**config.mk**
```make
export PLATFORM = sky130hd
export DESIGN_NAME = coherence_bus_ctrl
export DESIGN_NICKNAME = d
export VERILOG_FILES = /design/src/rtl/coherence_bus_ctrl.sv
export SDC_FILE = /design/constraint.sdc
export NUM_CORES = 1
export LEC_CHECK = 0
export CAP_MARGIN = 40
export CORE_AREA = 8 8 139 141
export CTS_CLUSTER_SIZE = 25
export DETAILED_ROUTE_END_ITERATION = 16
export DIE_AREA = 0 0 147 149
export GPL_ROUTABILITY_DRIVEN = 0
export PLACE_DENSITY = 0.63
export SYNTH_ARGS = -nofsm -noshare
export SYNTH_HDL_FRONTEND = slang
export SYNTH_SLANG_ARGS = --single-unit
```
**constraint.sdc**
```tcl
create_clock -name CLK -period 2.8 [get_ports CLK]
set_input_delay 0.42 -clock CLK [delete_from_list [all_inputs] [get_ports CLK]]
set_output_delay 0.42 -clock CLK [all_outputs]
set_load 0.02 [all_outputs]
```
**src/rtl/coherence_bus_ctrl.sv**
```systemverilog
// coherence_bus_ctrl: arbitrates two dcaches onto one RAM port with MSI snooping,
// cache-to-cache block transfer and invalidates.
module coherence_bus_ctrl #(
  parameter int WORD_W  = 32,
  parameter bit RR_INIT = 1'b0
) (
  input  logic                   CLK,
  input  logic                   RST,
  input  logic [1:0]             dREN,
  input  logic [1:0]             dWEN,
  input  logic [1:0][WORD_W-1:0] daddr,
  input  logic [1:0][WORD_W-1:0] dstore,
  input  logic [1:0]             cctrans,
  input  logic [1:0]             ccwrite,
  output logic [1:0]             dwait,
  output logic [1:0][WORD_W-1:0] dload,
  output logic [1:0]             ccwait,
  output logic [1:0]             ccinv,
  output logic [1:0][WORD_W-1:0] ccsnoopaddr,
  output logic                   ramREN,
  output logic                   ramWEN,
  output logic [WORD_W-1:0]      ramaddr,
  output logic [WORD_W-1:0]      ramstore,
  input  logic [WORD_W-1:0]      ramload,
  input  logic                   ramwait
);
  typedef enum logic [2:0] {IDLE, SNOOP, C2C0, C2C1, RAM_RD, RAM_WR, HOLD, INV} state_t;
  state_t state, state_n;
  logic owner, owner_n, prio, prio_n, dirty, dirty_n, hit, hit_n, wmiss, wmiss_n;
  logic other, grant;
  logic [1:0] req;
  assign other = ~owner;
  assign req = dREN | dWEN;
  assign grant = (req == 2'b11) ? prio : req[1];
  always_ff @(posedge CLK or posedge RST) begin
    if (RST) begin
      state <= IDLE;
      owner <= 1'b0;
      prio  <= RR_INIT;
      dirty <= 1'b0;
      hit   <= 1'b0;
      wmiss <= 1'b0;
    end else begin
      state <= state_n;
      owner <= owner_n;
      prio  <= prio_n;
      dirty <= dirty_n;
      hit   <= hit_n;
      wmiss <= wmiss_n;
    end
  end
  always_comb begin
    state_n = state;
    owner_n = owner;
    prio_n = prio;
    dirty_n = dirty;
    hit_n = hit;
    wmiss_n = wmiss;
    dwait = 2'b11;
    dload = '0;
    ccwait = '0;
    ccinv = '0;
    ccsnoopaddr = '0;
    ramREN = 1'b0;
    ramWEN = 1'b0;
    ramaddr = '0;
    ramstore = '0;
    case (state)
      IDLE: if (|req) begin
        owner_n = grant;
        wmiss_n = dWEN[grant] & ~dREN[grant] & cctrans[grant] & ccwrite[grant];
        state_n = ((dREN[grant] & cctrans[grant] & ~daddr[grant][2]) | wmiss_n) ? SNOOP :
                  (dWEN[grant] & ~cctrans[grant]) ? RAM_WR : RAM_RD;
      end
      SNOOP: begin
        ccwait[other] = 1'b1;
        ccsnoopaddr[other] = daddr[owner];
        hit_n = cctrans[other];
        dirty_n = ccwrite[other];
        state_n = wmiss ? INV : cctrans[other] ? C2C0 : RAM_RD;
      end
      C2C0, C2C1: begin
        // the snooped cache streams its line; a dirty line is also written back to RAM
        ccwait[other] = 1'b1;
        ccinv[other] = (state == C2C1) & ccwrite[owner];
        dload[owner] = dstore[other];
        ramWEN = dirty;
        ramaddr = dirty ? daddr[owner] : '0;
        ramstore = dirty ? dstore[other] : '0;
        if (~dirty | ~ramwait) begin
          dwait = 2'b00;
          state_n = (state == C2C0) ? C2C1 : IDLE;
          prio_n = prio ^ (state == C2C1);
        end
      end
      RAM_RD, RAM_WR: begin
        ramREN = state == RAM_RD;
        ramWEN = state == RAM_WR;
        ramaddr = daddr[owner];
        ramstore = (state == RAM_WR) ? dstore[owner] : '0;
        dload[owner] = (state == RAM_RD) ? ramload : '0;
        if (~ramwait) begin
          dwait[owner] = 1'b0;
          state_n = daddr[owner][2] ? IDLE : HOLD;
          prio_n = prio ^ daddr[owner][2];
        end
      end
      HOLD: state_n = ~(dREN[owner] | dWEN[owner]) ? IDLE :
                      (dWEN[owner] & ~cctrans[owner]) ? RAM_WR : RAM_RD;
      INV: begin
        ccwait[other] = 1'b1;
        ccinv[other] = hit;
        dwait[owner] = 1'b0;
        state_n = IDLE;
      end
      default: state_n = IDLE;
    endcase
  end
endmodule

```
# Yosys cells after proc, flatten, opt, wreduce, memory -nomap -nowiden
# Index checks and enable logic that the tools add are counted.
[word_totals]
ff_bits = 8
input_bits = 171
out_inout_bits = 200
[classes]
n_lt_le_gt_ge = 5
n_eq_ne = 11
n_mux = 67
bitwise = 27
n_reduce_logical = 11
[op_table]
columns = ["operator", "n"]
rows = [
  ["32-bit two-way mux", 12],
  ["64-bit bitwise AND", 3],
  ["32-bit one-hot mux with 2 select lines", 2],
  ["64-bit one-hot mux with 2 select lines", 1],
  ["32-bit demux with 1-bit select", 2],
  ["64-bit two-way mux", 1],
  ["3-bit two-way mux", 10],
  ["1-bit two-way mux", 28],
  ["3-bit one-hot mux with 6 select lines", 1],
  ["3-bit == test, second input constant", 4],
  ["1-bit bitwise AND", 8],
  ["2-bit two-way mux", 4],
  ["1-bit inverter", 7],
  ["3-bit by 2-bit == test with 1-bit output, second input constant", 2],
  ["1-bit by 2-bit < comparator with 1-bit output, second input constant", 3],
  ["2-bit inequality test, second input constant", 3],
  ["2-bit one-hot mux with 3 select lines", 1],
  ["3-bit AND reduction", 2],
  ["2-bit OR reduction", 3],
  ["2-bit bitwise AND", 2],
  ["1-bit one-hot mux with 2 select lines", 2],
  ["2-bit one-hot mux with 2 select lines", 1],
  ["4-bit OR reduction", 1],
  ["3-bit by 1-bit == test with 1-bit output, second input constant", 1],
  ["11 further kinds", 17],
]

# Logic depth before layout (Yosys ltp)
[logic_depth]
depth_word = 13
ltp_mapped = 9
ltp_nobuf = 7

# Worst setup path before layout
# Ideal clock, no wire load.
[synth_timing]
path_type = "reg2out"
start = "reg state[2]"
end = "out ramstore[0]"
t_arrival_ns = 2.156
setup_slack_ns = 0.224
path_stages_with_launch = 9
n_path_buf = 3
cell_sequence = "dfrtp_1 buf_2 clkinv_1 ha_1 and2_1 clkbuf_1 clkbuf_1 a221oi_1 nor3_1"
[synth_via]
elab_chain_cells = 3
[synth_rtl]
columns = ["element", "line_no", "text"]
rows = [
  ["from (decl)", "28", "state_t state, state_n;"],
  ["from (signal assigned)", "44", "state <= state_n;"],
  ["3-bit == test, or another cell as far along", "68, 100", ""],
  ["32-bit two-way mux or 2-bit OR reduction (tied branches)", "100, 68", ""],
  ["32-bit one-hot mux with 2 select lines (*)", "68", "case (state)"],
  ["to (decl)", "23", "output logic [WORD_W-1:0] ramstore,"],
]
# Every way passes the cells marked *; elsewhere a longest branch is shown, timed or not.

==> flow_summary.ini <==
[status]
status = completed

[setup_path]
path_max_fanout = 16
cp_slowest_stage_delay_ps = 380
path_cells = inv_1 > ha_1 > nand2_1 > nor3_4 > buf_4 > buf_6 > a21oi_1 > nor2_1 > dlygate4sd2_1
cp-end-kind = output pin
cp.arrival_ps = 2240
crit_type = register to output pin
worst_r2r_path_depth = 8
slowest_stage = dfrtp_1
rr_startpoint = state[1]$_DFFE_PP0P_
rr_endpoint = state[0]$_DFFE_PP0P_
r2r_slack_ps = 510
crit_family = buffers and inverters
critPathBufInv = 4
cp-start-kind = register
crit_required_ps = 2380

[yosys]
synthFlopType = dfrtp_1
ys.warnings.count = 0
synthesis.nets = 762
synth_edf_count = 0
synth_top_family_by_area = simple AND/OR/NAND/NOR gates
synth_cell_types = 39
synthArstFlopShare_pct = 100.0
avgSynthCellArea_um2 = 5.558
ys_seq_area_share_pct = 6.126
synth_area_mm2 = 0.003268
synth-compound-area-share_pct = 34.00
ys_ff_latch = 8
synth_xor_area_share_pct = 0.2680
synthCells = 588
synthAdderAreaFrac_pct = 1.455
synth-simple-area-share_pct = 38.44
synthMuxAreaShare_pct = 11.03

[clock_tree]
htreeDepth = 1
cts_sinks = 8
cts_root_buf = clkbuf_16
clk_path_buf_depth = 2
cts_tree = done
clkTransAtPathRegs_ps = 40
holdBufCountCts = 0
clk_latency_ps = 240
cts_buffers = 3

[sta]
finalSetupViolations = 0
fin_crit_sh_pct = 95.11
hold_viol = 0
timing.fmax_mhz = 375.5
min_period_ps = 2663
relSlewSlack_pct = 71.42
slew_viol_final = 0
fin_tns_setup_ps = 0
clock_skew_ps = 3.940
setup_ws_ps = 136.8
rsz0062_at_grt = no
tightest_slew_ps = 428.8

[global_routing]
grt_remaining_overflow = 0
grt_antenna_before_repair = 0
gr-usage-all-layers_pct = 19.50
grt_pass1_vias = 5893
grt_max_degree = 44
grt_pass1_wl_mm = 34.58

[detailed_routing]
drt_iter0_markers = 265
routed_via_density = 5.039
dr.pass1.iters = 5
final_antenna_net_count = 0
wirelength_mm = 23.47
avgRoutedWirePerCell_um = 20.18
dr_total_vias = 5860
route.detailed.drc = 0

[power]
irDropWorstVdd_uv = 480.3
p_per_area_mw_per_mm2 = 976.2
power_leakage_nw = 4.432

[die]
row_count = 48
start_util_pct = 19.16
dieWidth_um = 147
die_area_mm2 = 0.02190
core_area_mm2 = 0.01706
die_h_um = 149
io-pin-count = 371

[place]
dp.cells = 1157
placed_area_mm2 = 0.007460
place_ws_ps = 84.48
portBuffers = 370
hpwl_mm = 18.48

[layout]
diodes = 0
final_area_mm2 = 0.007742
final_cells = 1163
final_core_util_pct = 45.39
layout-drive-gt1-share_pct = 5.437
syn2layout_area_growth_pct = 136.9
fin_nets = 1113

[run]
cap_violations = 0

[hold_path]
min_path_type = input port to asynchronous set/reset pin
cell usage after synthesis, drive strengths merged (3+ instances only):
master / n / area, um2
o22ai: 3 / 18.77
ha: 3 / 37.54
clkbuf: 33 / 125.1
buf: 29 / 132.6
a21oi: 69 / 345.3
nand2b: 4 / 25.02
and2: 4 / 25.02
nand2: 84 / 315.3
nor3: 37 / 185.2
o21ai: 8 / 40.04
nor2b: 4 / 25.02
inv: 6 / 22.52
nor2: 168 / 630.6
mux2i: 36 / 360.4
a221oi: 64 / 560.5
dfrtp: 8 / 200.2
area by class of cell:
cell class                      instances  area [um2]
Sequential cell                         8       203.9
Inverter                                7       26.28
Clock buffer                            4       78.83
Multi-Input combinational cell        511        2804
Fill cell                            1746        9314
Tap cell                              225       281.5
Timing Repair Buffer                  408        4348
worst register-to-register path, delay by kind of cell, from the launching register on:
family	cells	cell delay, ps
compound gates	4	1090
flops	1	380
buf+inv	2	320
fa+ha+maj	1	210
simple gates	1	150
flip-flops by register name (all words and copies together), names as in the netlist:
name,count
dirty,1
hit,1
owner,1
prio,1
state,3
wmiss,1
worst max path at each step:
stage / startpoint / to / cells past startpoint
3_5_place_dp: state[1]$_DFFE_PP0P_ / ramstore[17] / 7
5_1_grt: state[1]$_DFFE_PP0P_ / dload[25] / 9
4_1_cts: state[1]$_DFFE_PP0P_ / ramstore[12] / 7
3_3_place_gp: state[1]$_DFFE_PP0P_ / ramstore[0] / 7
6_report: state[1]$_DFFE_PP0P_ / dload[25] / 9
2_1_floorplan: state[2]$_DFFE_PP0P_ / ramstore[0] / 8
layout by cell type (no fill, tap or decap), types with 3 or more instances in the layout:
cell type,instances
and2_1,3
dlymetal6s2s_1,87
nor3_1,36
nand2b_1,4
mux2i_1,36
buf_4,25
buf_12,14
clkbuf_16,4
o21ai_0,8
a221oi_1,64
a21oi_1,69
o22ai_1,3
inv_1,5
ha_1,3
dfrtp_1,7
dlygate4sd2_1,38
nor2b_1,4
nor2_1,168
clkdlybuf4s50_1,242
nand2_1,83
metrics by stage:
step | total power [W] | hold slack, ps
floorplan | 0.004103 | 235.7
global placement | 0.007599 | 493.2
detailed placement | 0.007599 | 504.5
CTS | 0.007692 | 461.6
global route | 0.008103 | 498.6
finish | 0.007558 | 448.2
timing repair:
action                                  4_1_cts  5_1_grt
resized for setup                            39       89
gates cloned                                  0        1
setup buffers                                 0        1
endpoints found under the setup margin       40       87
cell families (layout without fill, tap and decap cells):
family | Yosys count | count (layout)
AOI/OAI and AO/OA | 162 | 162
xor gates and xnor gates | 1 | 1
adders and majority gates | 4 | 4
buffers and inverters | 69 | 419
DFF | 8 | 8
muxes | 36 | 36
and+or+nand+nor | 308 | 308
power by group:
group,total (W),switching (W),internal (W)
sequential,0.000265,0.0000842,0.000180
combinational,0.00704,0.00413,0.00291
clock,0.000251,0.0000613,0.000190
total,0.00756,0.00427,0.00328
per-layer routing:
layer,track usage (%),share of wire (%),vias to the layer above
met4,3.621,1.8,0
met3,6.796,10,25
met1,21.28,38,2716
li1,-,-,2809
met2,36.01,50,310
met5,0,0,-
Power figures use the tool's default switching activity.
